--- src/rtl/booth_pkg.sv ---
// Shared Booth radix-4 definitions: digit and FSM state enums plus the triplet decoder.
// Latency: n/a (types and a pure function only).
// Backpressure: n/a.
package booth_pkg;

   typedef enum logic [2:0] {
      ZERO,
      POS1,
      POS2,
      NEG1,
      NEG2
   } booth_digit_t;

   typedef enum logic [1:0] {
      IDLE,
      RUN,
      DONE
   } booth_state_t;

   // Map a multiplier triplet {m[i+1], m[i], m[i-1]} to its radix-4 Booth digit.
   function automatic booth_digit_t booth_decode(input logic [2:0] trip);
      booth_digit_t d;
      case (trip)
         3'b001, 3'b010: d = POS1;
         3'b011:         d = POS2;
         3'b100:         d = NEG2;
         3'b101, 3'b110: d = NEG1;
         default:        d = ZERO;
      endcase
      return d;
   endfunction

endpackage

--- src/rtl/booth_r4_digit.sv ---
// Turns one Booth triplet and the current multiplicand into the signed addend for the accumulator.
// Latency: purely combinational.
// Backpressure: none; output follows inputs.
module booth_r4_digit
   import booth_pkg::*;
#(
   parameter int W = 68
) (
   input  logic [2:0]   triplet,
   input  logic [W-1:0] mcand,
   output logic [W-1:0] addend
);

   logic [W-1:0] one;
   logic [W-1:0] mcand_x2;

   assign one      = {{(W-1){1'b0}}, 1'b1};
   assign mcand_x2 = mcand << 1;

   // Select 0, +M, +2M, -M or -2M; negation is two's complement modulo 2^W.
   always_comb begin
      addend = '0;
      case (booth_decode(triplet))
         POS1:    addend = mcand;
         POS2:    addend = mcand_x2;
         NEG1:    addend = (~mcand) + one;
         NEG2:    addend = (~mcand_x2) + one;
         default: addend = '0;
      endcase
   end

endmodule

--- src/rtl/booth_mul_seq.sv ---
// Iterative radix-4 Booth multiplier, one digit per clock, signed or unsigned per operation.
// Latency: done pulses WIDTH/2+2 cycles after start is taken (data dependent with BOOTH_MUL_EARLY_EXIT_EN).
// Backpressure: start is ignored while busy; product holds until the next done.
module booth_mul_seq
   import booth_pkg::*;
#(
   parameter int WIDTH = 32
) (
   input  logic                 clk,
   input  logic                 reset,
   input  logic                 start,
   input  logic                 is_signed,
   input  logic [WIDTH-1:0]     a,
   input  logic [WIDTH-1:0]     b,
   output logic                 busy,
   output logic                 done,
   output logic [2*WIDTH-1:0]   product
);

   // Two guard bits make unsigned operands with the top bit set exact.
   localparam int E  = WIDTH + 2;
   localparam int PW = 2 * E;
   localparam int N  = E / 2;
   localparam int CW = $clog2(N + 1);

   booth_state_t  state;
   logic [PW-1:0] mcand;
   logic [PW-1:0] acc;
   logic [E:0]    mplier;
   logic [CW-1:0] cnt;

   logic [E-1:0]  ext_a;
   logic [E-1:0]  ext_b;
   logic [PW-1:0] addend;
   logic [PW-1:0] acc_sum;
   logic [E:0]    mplier_nxt;
   logic          last_digit;

   assign ext_a = is_signed ? {{2{a[WIDTH-1]}}, a} : {2'b00, a};
   assign ext_b = is_signed ? {{2{b[WIDTH-1]}}, b} : {2'b00, b};

   booth_r4_digit #(
      .W (PW)
   ) u_digit (
      .triplet (mplier[2:0]),
      .mcand   (mcand),
      .addend  (addend)
   );

   assign acc_sum    = acc + addend;
   assign mplier_nxt = {{2{mplier[E]}}, mplier[E:2]};

`ifdef BOOTH_MUL_EARLY_EXIT_EN
   // Once the remaining multiplier is all zeros or all ones every later digit is zero.
   assign last_digit = (cnt == CW'(1)) || (&mplier_nxt) || (~|mplier_nxt);
`else
   assign last_digit = (cnt == CW'(1));
`endif

   // Control FSM with datapath registers; outputs are registered alongside the state.
   always_ff @(posedge clk) begin
      if (reset) begin
         state   <= IDLE;
         busy    <= 1'b0;
         done    <= 1'b0;
         product <= '0;
         mcand   <= '0;
         mplier  <= '0;
         acc     <= '0;
         cnt     <= '0;
      end else begin
         done <= 1'b0;
         case (state)
            IDLE: begin
               if (start) begin
                  mcand  <= {{E{ext_a[E-1]}}, ext_a};
                  mplier <= {ext_b, 1'b0};
                  acc    <= '0;
                  cnt    <= CW'(N);
                  busy   <= 1'b1;
                  state  <= RUN;
               end
            end
            RUN: begin
               acc    <= acc_sum;
               mcand  <= mcand << 2;
               mplier <= mplier_nxt;
               cnt    <= cnt - CW'(1);
               if (last_digit) begin
                  state <= DONE;
               end
            end
            DONE: begin
               done    <= 1'b1;
               product <= acc[2*WIDTH-1:0];
               busy    <= 1'b0;
               state   <= IDLE;
            end
            default: begin
               busy  <= 1'b0;
               state <= IDLE;
            end
         endcase
      end
   end

endmodule
--- config.mk ---
export PLATFORM = sky130hd
export DESIGN_NAME = booth_mul_seq
export DESIGN_NICKNAME = d
export VERILOG_FILES = /design/src/rtl/booth_pkg.sv /design/src/rtl/booth_r4_digit.sv /design/src/rtl/booth_mul_seq.sv
export SDC_FILE = /design/constraint.sdc
export NUM_CORES = 1
export LEC_CHECK = 0
export CORE_MARGIN = 2
export CORE_UTILIZATION = 30
export DETAILED_ROUTE_END_ITERATION = 16
export PLACE_DENSITY = 0.54
export SYNTH_ARGS = -nofsm -noshare
export SYNTH_HDL_FRONTEND = slang
export SYNTH_HIERARCHICAL = 1
export SYNTH_SLANG_ARGS = --single-unit
--- constraint.sdc ---
create_clock -name clk -period 5.6 [get_ports clk]
set_input_delay 1.68 -clock clk [delete_from_list [all_inputs] [get_ports clk]]
set_output_delay 1.68 -clock clk [all_outputs]
set_load 0.01 [all_outputs]
== Yosys cells after proc, flatten, opt, wreduce, memory -nomap -nowiden ==
Index checks and enable logic that the tools add are counted.

* Add/subtract/negate cells: 4
* Multiply operators: 0
* Div/mod/pow operators: 0
* Magnitude comparators: 0
* Equality and inequality tests: 15
* Shift operators: 0
* Muxes and demuxes: 18
* Bitwise logic cells: 3
* Reduce and logical (&&, ||, !) cells: 8

{| class="wikitable"
|+ Operators by type and width
! cell !! number
|-
| 68-bit one-hot mux with 2 select lines || 2
|-
| 68-bit one-hot mux with 4 select lines || 1
|-
| 68-bit by 1-bit adder with 68-bit output, second input constant || 2
|-
| 68-bit two-way mux || 2
|-
| 68-bit inverter || 2
|-
| 35-bit one-hot mux with 2 select lines || 1
|-
| 68-bit adder || 1
|-
| 34-bit two-way mux || 2
|-
| 35-bit two-way mux || 1
|-
| 3-bit by 2-bit equality test with 1-bit output, second input constant || 4
|-
| 3-bit equality test, second input constant || 4
|-
| 3-bit one-hot mux with 4 select lines || 1
|-
| 5-bit one-hot mux with 2 select lines || 1
|-
| 3-bit by 1-bit equality test with 1-bit output, second input constant || 2
|-
| 2-bit AND reduction || 3
|-
| 5-bit by 1-bit equality test with 1-bit output, second input constant || 1
|-
| 5-bit two-way mux || 1
|-
| 5-bit by 1-bit subtractor with 5-bit output, second input constant || 1
|-
| 2-bit two-way mux || 2
|-
| 2-bit inequality test, second input constant || 2
|-
| 2-bit one-hot mux with 2 select lines || 1
|-
| 2-bit OR reduction || 2
|-
| 3-bit AND reduction || 1
|-
| 2-bit by 1-bit equality test with 1-bit output, second input constant || 1
|-
| 6 further kinds || 7
|}

* Bits in registers: 244
* Bits in latches: 0
* Bits in writable memories: 0
* Memory bits (read-only): 0
* Input bits: 68
* Output and inout port bits: 66
* Memories kept: 0

== Logic depth before layout (Yosys ltp) ==
Gate-level depths: netlist of run 1.

* Depth after elaboration: 7
* Depth in mapped cells: 22

== Hierarchy ==
Netlist of run 1, hierarchy kept.

{| class="wikitable"
|+ Modules (own cells, without submodules)
! module !! times used !! cells an instance !! area an instance (um^2)
|-
| booth_mul_seq || 1 || 1568 || 12206.7
|-
| booth_r4_digit || 1 || 765 || 4579.4
|}

== Least setup slack after synthesis of run 1 ==
No wires, ideal clock.

* Kind: flip-flop to flip-flop
* Start: reg mcand[31]
* End: reg acc[51]
* Data arrival time: 4.566 ns
* Path slack: 0.917 ns
* Cell stages (with the launch flop): 21
* Buffers on the path: 2
* Clock period less this slack: 4.683 ns
* Path through: dfxtp_1 clkbuf_1 nor4_1 nand3_1 nor4_4 buf_2 nand2_1 mux2_2 o221ai_1 ha_1 a21o_1 a2111oi_2 a21oi_1 nand2_1 or4b_4 a21oi_4 o21a_1 o21bai_1 a21oi_2 xnor2_1 a22o_1

* Word-level cells in the longest chain between the ends: 5
* Elaborated cells between the ends (all ways): 7

{| class="wikitable"
|+ RTL lines
! what !! RTL line !! RTL
|-
| start, declared || booth_mul_seq.sv:27 || <nowiki>logic [PW-1:0] mcand;</nowiki>
|-
| start signal, assigned || booth_mul_seq.sv:76 || <nowiki>mcand <= {{E{ext_a[E-1]}}, ext_a};</nowiki>
|-
| start signal, assigned || booth_mul_seq.sv:86 || <nowiki>mcand <= mcand << 2;</nowiki>
|-
| 68-bit inverter (on tied branches) || booth_r4_digit.sv:27, booth_r4_digit.sv:26 ||
|-
| 68-bit by 1-bit adder with 68-bit output (on tied branches) || booth_r4_digit.sv:27, booth_r4_digit.sv:26 ||
|-
| 68-bit one-hot mux with 4 select lines (*) || booth_r4_digit.sv:23 || <nowiki>case (booth_decode(triplet))</nowiki>
|-
| named net addend[38] || booth_mul_seq.sv:34 || <nowiki>logic [PW-1:0] addend;</nowiki>
|-
| 68-bit adder (*) || booth_mul_seq.sv:50 || <nowiki>assign acc_sum = acc + addend;</nowiki>
|-
| 68-bit one-hot mux with 2 select lines (*) || booth_mul_seq.sv:73 || <nowiki>case (state)</nowiki>
|-
| end signal, assigned || booth_mul_seq.sv:85 || <nowiki>acc <= acc_sum;</nowiki>
|-
| end, declared || booth_mul_seq.sv:28 || <nowiki>logic [PW-1:0] acc;</nowiki>
|}

The timed path passes the listed nets; every way through them passes the cells marked *.
A chain may end at the register's enable or synchronous reset.

== Worst setup path after layout of run 1 ==
* Start: reg mcand[0]
* End: reg acc[59]

The elaborated chain is that of the path after synthesis.

==> metrics.md, run 1 <==
| Metric | Value |
|---|---|
| P&R area growth vs syn | 21.4% |
| Vias in the first global route | 16278 |
| Power density cells | between 200 and 300 nW/um^2 |
| Worst-case clock skew | 0.0120 ns |
| Post-synthesis area per instance | between 7 and 8 um^2 |
| Design internal power | 3.46 mW |
| Overall die area | ~57000 um^2 |
| Worst r2r dst | acc[59] |
| # setup viols final | 0 |
| Setup repair after global routing missed its margin | false |
| Total number of nets in the final design | 2507 |
| Number of buffer and inverter stages on the critical path | 4 |
| Crit path required time | 6.08 ns |
| Crit Path Max Fanout | 24 |
| Buffer depth of the longest clock path | 3 |
| Min-Delay Path Class | reg2reg |
| Port buffer count | approximately 130 |
| Syn Nets | 2413 |
| Worst-margin pin slew | ~1.1 ns |
| Effective utilization at floorplan | 30.4% |
| Total number of cells along the worst setup path | 22 |
| Element type at the critical path end | flip-flop |
| Class of the most critical setup path | reg2reg |
| Crit path arrival time | 5.79 ns |
| Number of placed instances, taps included | about 3000 |
| Category of the worst setup path launch point | flip-flop |
| I/O pin total | ~130 |
| Worst slack on hold paths | approximately 0.45 ns |
| Maximum achievable frequency | 189 MHz |
| Ratio of final minimum period to clock period | 94.7% |
| Antenna violations before repair | 1 |
| Per-cell via count in the routed design | 5.65 |
| Drt initial violations | 1688 |
| # rows | between 80 and 90 |
| Overall track demand over capacity in global routing | 20.6% |
| Slowest cell on crit path | a2111oi_0 |
| Clock insertion delay at the later pin of the skew report | 0.58 ns |
| Critical register-to-register path startpoint | mcand[0] |
| Worst hold path startpoint | product[45] |
| Sequential fraction of design power | 36.1% |
| Crit-path cells | inv_1, ha_1, nor4b_1, buf_4, nand4_1, nor4_4, buf_4, a2111oi_0, a2111oi_0, o22ai_1, ha_1, nand2_1, nor3_1, and2_1, nor2b_1, or4b_4, a21oi_4, buf_4, nor2_1, o21ai_0, a211oi_1, a21o_1 |
| DRC | 0 |
| Post-synth design cell area | roughly 16000 um^2 |
| Buffers inserted by post-CTS timing repair | 0 |
| Number of hold violations in the final report | 0 |
| Count of warnings emitted by yosys | 6 |
| Combinational cell fraction of total power | about a quarter |
| Die boundary height | 238 um |
| Routed Wire Length | ~60 mm |
| Antenna violation net count after detailed routing | 0 |
| Routed wire per std cell | approximately 19 um |
| Post-Route Setup TNS | 0 ns |
| Reported leakage power | 7.36 nW |
| Largest net degree at the start of global routing | 122 |
| Hpwl dp | 43.5 mm |
| Antenna cells | 0 |
| Critical path's largest stage delay | 0.57 ns |
| Most frequent cell on the critical path | buf_4 |
| CTS sink cnt | 236 |
| Startpoint of the most critical setup path | mcand[0] |
| Max-capacitance violation count | 0 |
| Residual overflow from global routing | 0 |
| Number of instances in the synthesized netlist | about 2300 |
| Power share of the clock group | a little under two fifths |
| CTS H-tree depth | 1 |
| Cells on worst reg2reg path | 22 |
| Net switching power | 1.78 mW |
| Sw Share | around 34% |
| Share of final-layout standard cells stronger than drive strength 1 | approximately a tenth |
| Slew Viols, Final | 0 |
| Master cell of the clock root buffer | clkbuf_16 |
| Worst setup slack for register-to-register paths | 0.30 ns |
| Routability congestion estimate from global placement | 0.942 |
| Max rail drop VDD | 0.244 mV |
| Kind of cell with the highest combined delay on the critical path | simple AND/OR/NAND/NOR gates |
| Die span in x | 238 um |
| Relative slew slack | 26.1% |
| TritonRoute pass-1 iters | 5 |
| Final critical path time including I/O delays and setup | 5.30 ns |
| Via total after detailed routing | roughly 17000 |
| Inserted Clock Buffers | 29 |
| Non-filler instance count after layout | around 3000 |
| Global-route wire length before repair | 94.0 mm |
| Core Region | 53900 um^2 |
| TritonCTS clock tree | done |
| Reg clk slew, reported paths | 0.06 ns |
| Endpoint of the worst setup timing path | acc[59] |
| Result of the run | completed |
[area by class of cell]
cell class | count | area [um^2]
tap | 696 | 871
timing repair buffer | 267 | 2380
clock inverter | 14 | 178
inverter | 30 | 113
sequential | 236 | 4730
fill | 5585 | 34000
multi-input combinational | 1808 | 10800
clock buffer | 39 | 833
[timing repair]
action	in CTS	in global routing
gates resized for setup	0	2
endpoints found under the hold margin	0	0
hold buffers	0	0
setup endpoints to repair	0	4
[per-layer routing]
layer  vias up  part of all wire, %  global-route usage (%)
li1       8462                    -                       -
met1      8323                   49                    30.7
met2       567                   42                    30.9
met3       108                  5.7                    2.17
met4         2                  2.8                    6.06
met5         -                0.020                       0
[worst min-delay path, stage by stage (launching register included)]
cell	delay, ns
dfxtp_1	0.31
nand2_1	0.05
a21oi_1	0.05
[registers in the layout (all words and copies together), names as in the netlist]
signal   count
acc         64
mcand       64
product     64
mplier      35
cnt          5
state        2
busy         1
done         1
[per-stage QoR]
| step | area [um^2] | worst slack, ns | power [mW] | utilization [%] |
|---|---|---|---|---|
| CTS | 19900 | 0.328 | 5.26 | 36.9 |
| global route | 19900 | 0.00627 | 5.49 | 36.9 |
| global placement | 18900 | 0.305 | 3.25 | 35.0 |
| detailed placement | 18900 | 0.379 | 3.26 | 35.0 |
| floorplan | 16400 | 0.993 | 2.77 | - |
| finish | 19900 | 0.297 | 5.24 | 36.9 |
[power by group through the flow]
stage | logic, mW | clock network, mW | registers, mW
2_1_floorplan | 0.917 | 0 | 1.85
3_3_place_gp | 1.33 | 0 | 1.92
3_5_place_dp | 1.33 | 0 | 1.92
4_1_cts | 1.34 | 2.03 | 1.89
5_1_grt | 1.48 | 2.10 | 1.90
6_report | 1.36 | 1.99 | 1.89
[worst min-delay path by stage]
stage,endpoint,cells past startpoint
after floorplan,acc[63],1
after global placement,mplier[34],2
after detailed placement,mplier[5],2
after CTS,mplier[5],2
after global routing,product[39],2
final,product[45],2
[layout by cell type (no fill, tap or decap), types with 39 or more instances in the layout]
cell             instances
ha_1                    66
nand3_1                 81
xnor2_1                 62
xor2_1                  52
nand2_1                392
a31oi_1                 58
dfxtp_1                235
a21o_1                  39
nor2_1                 127
o21ai_0                138
a21oi_1                258
buf_4                  131
a22oi_1                 83
clkdlybuf4s50_1        132
nor3_1                  58
(Power assumes the default switching activity.)
==> run 2, diff against run 1 <==
SLEW_MARGIN = 20   (was not set)
==> results of run 2 <==
No change in the layout: final DEF, timing and power equal those of run 1.
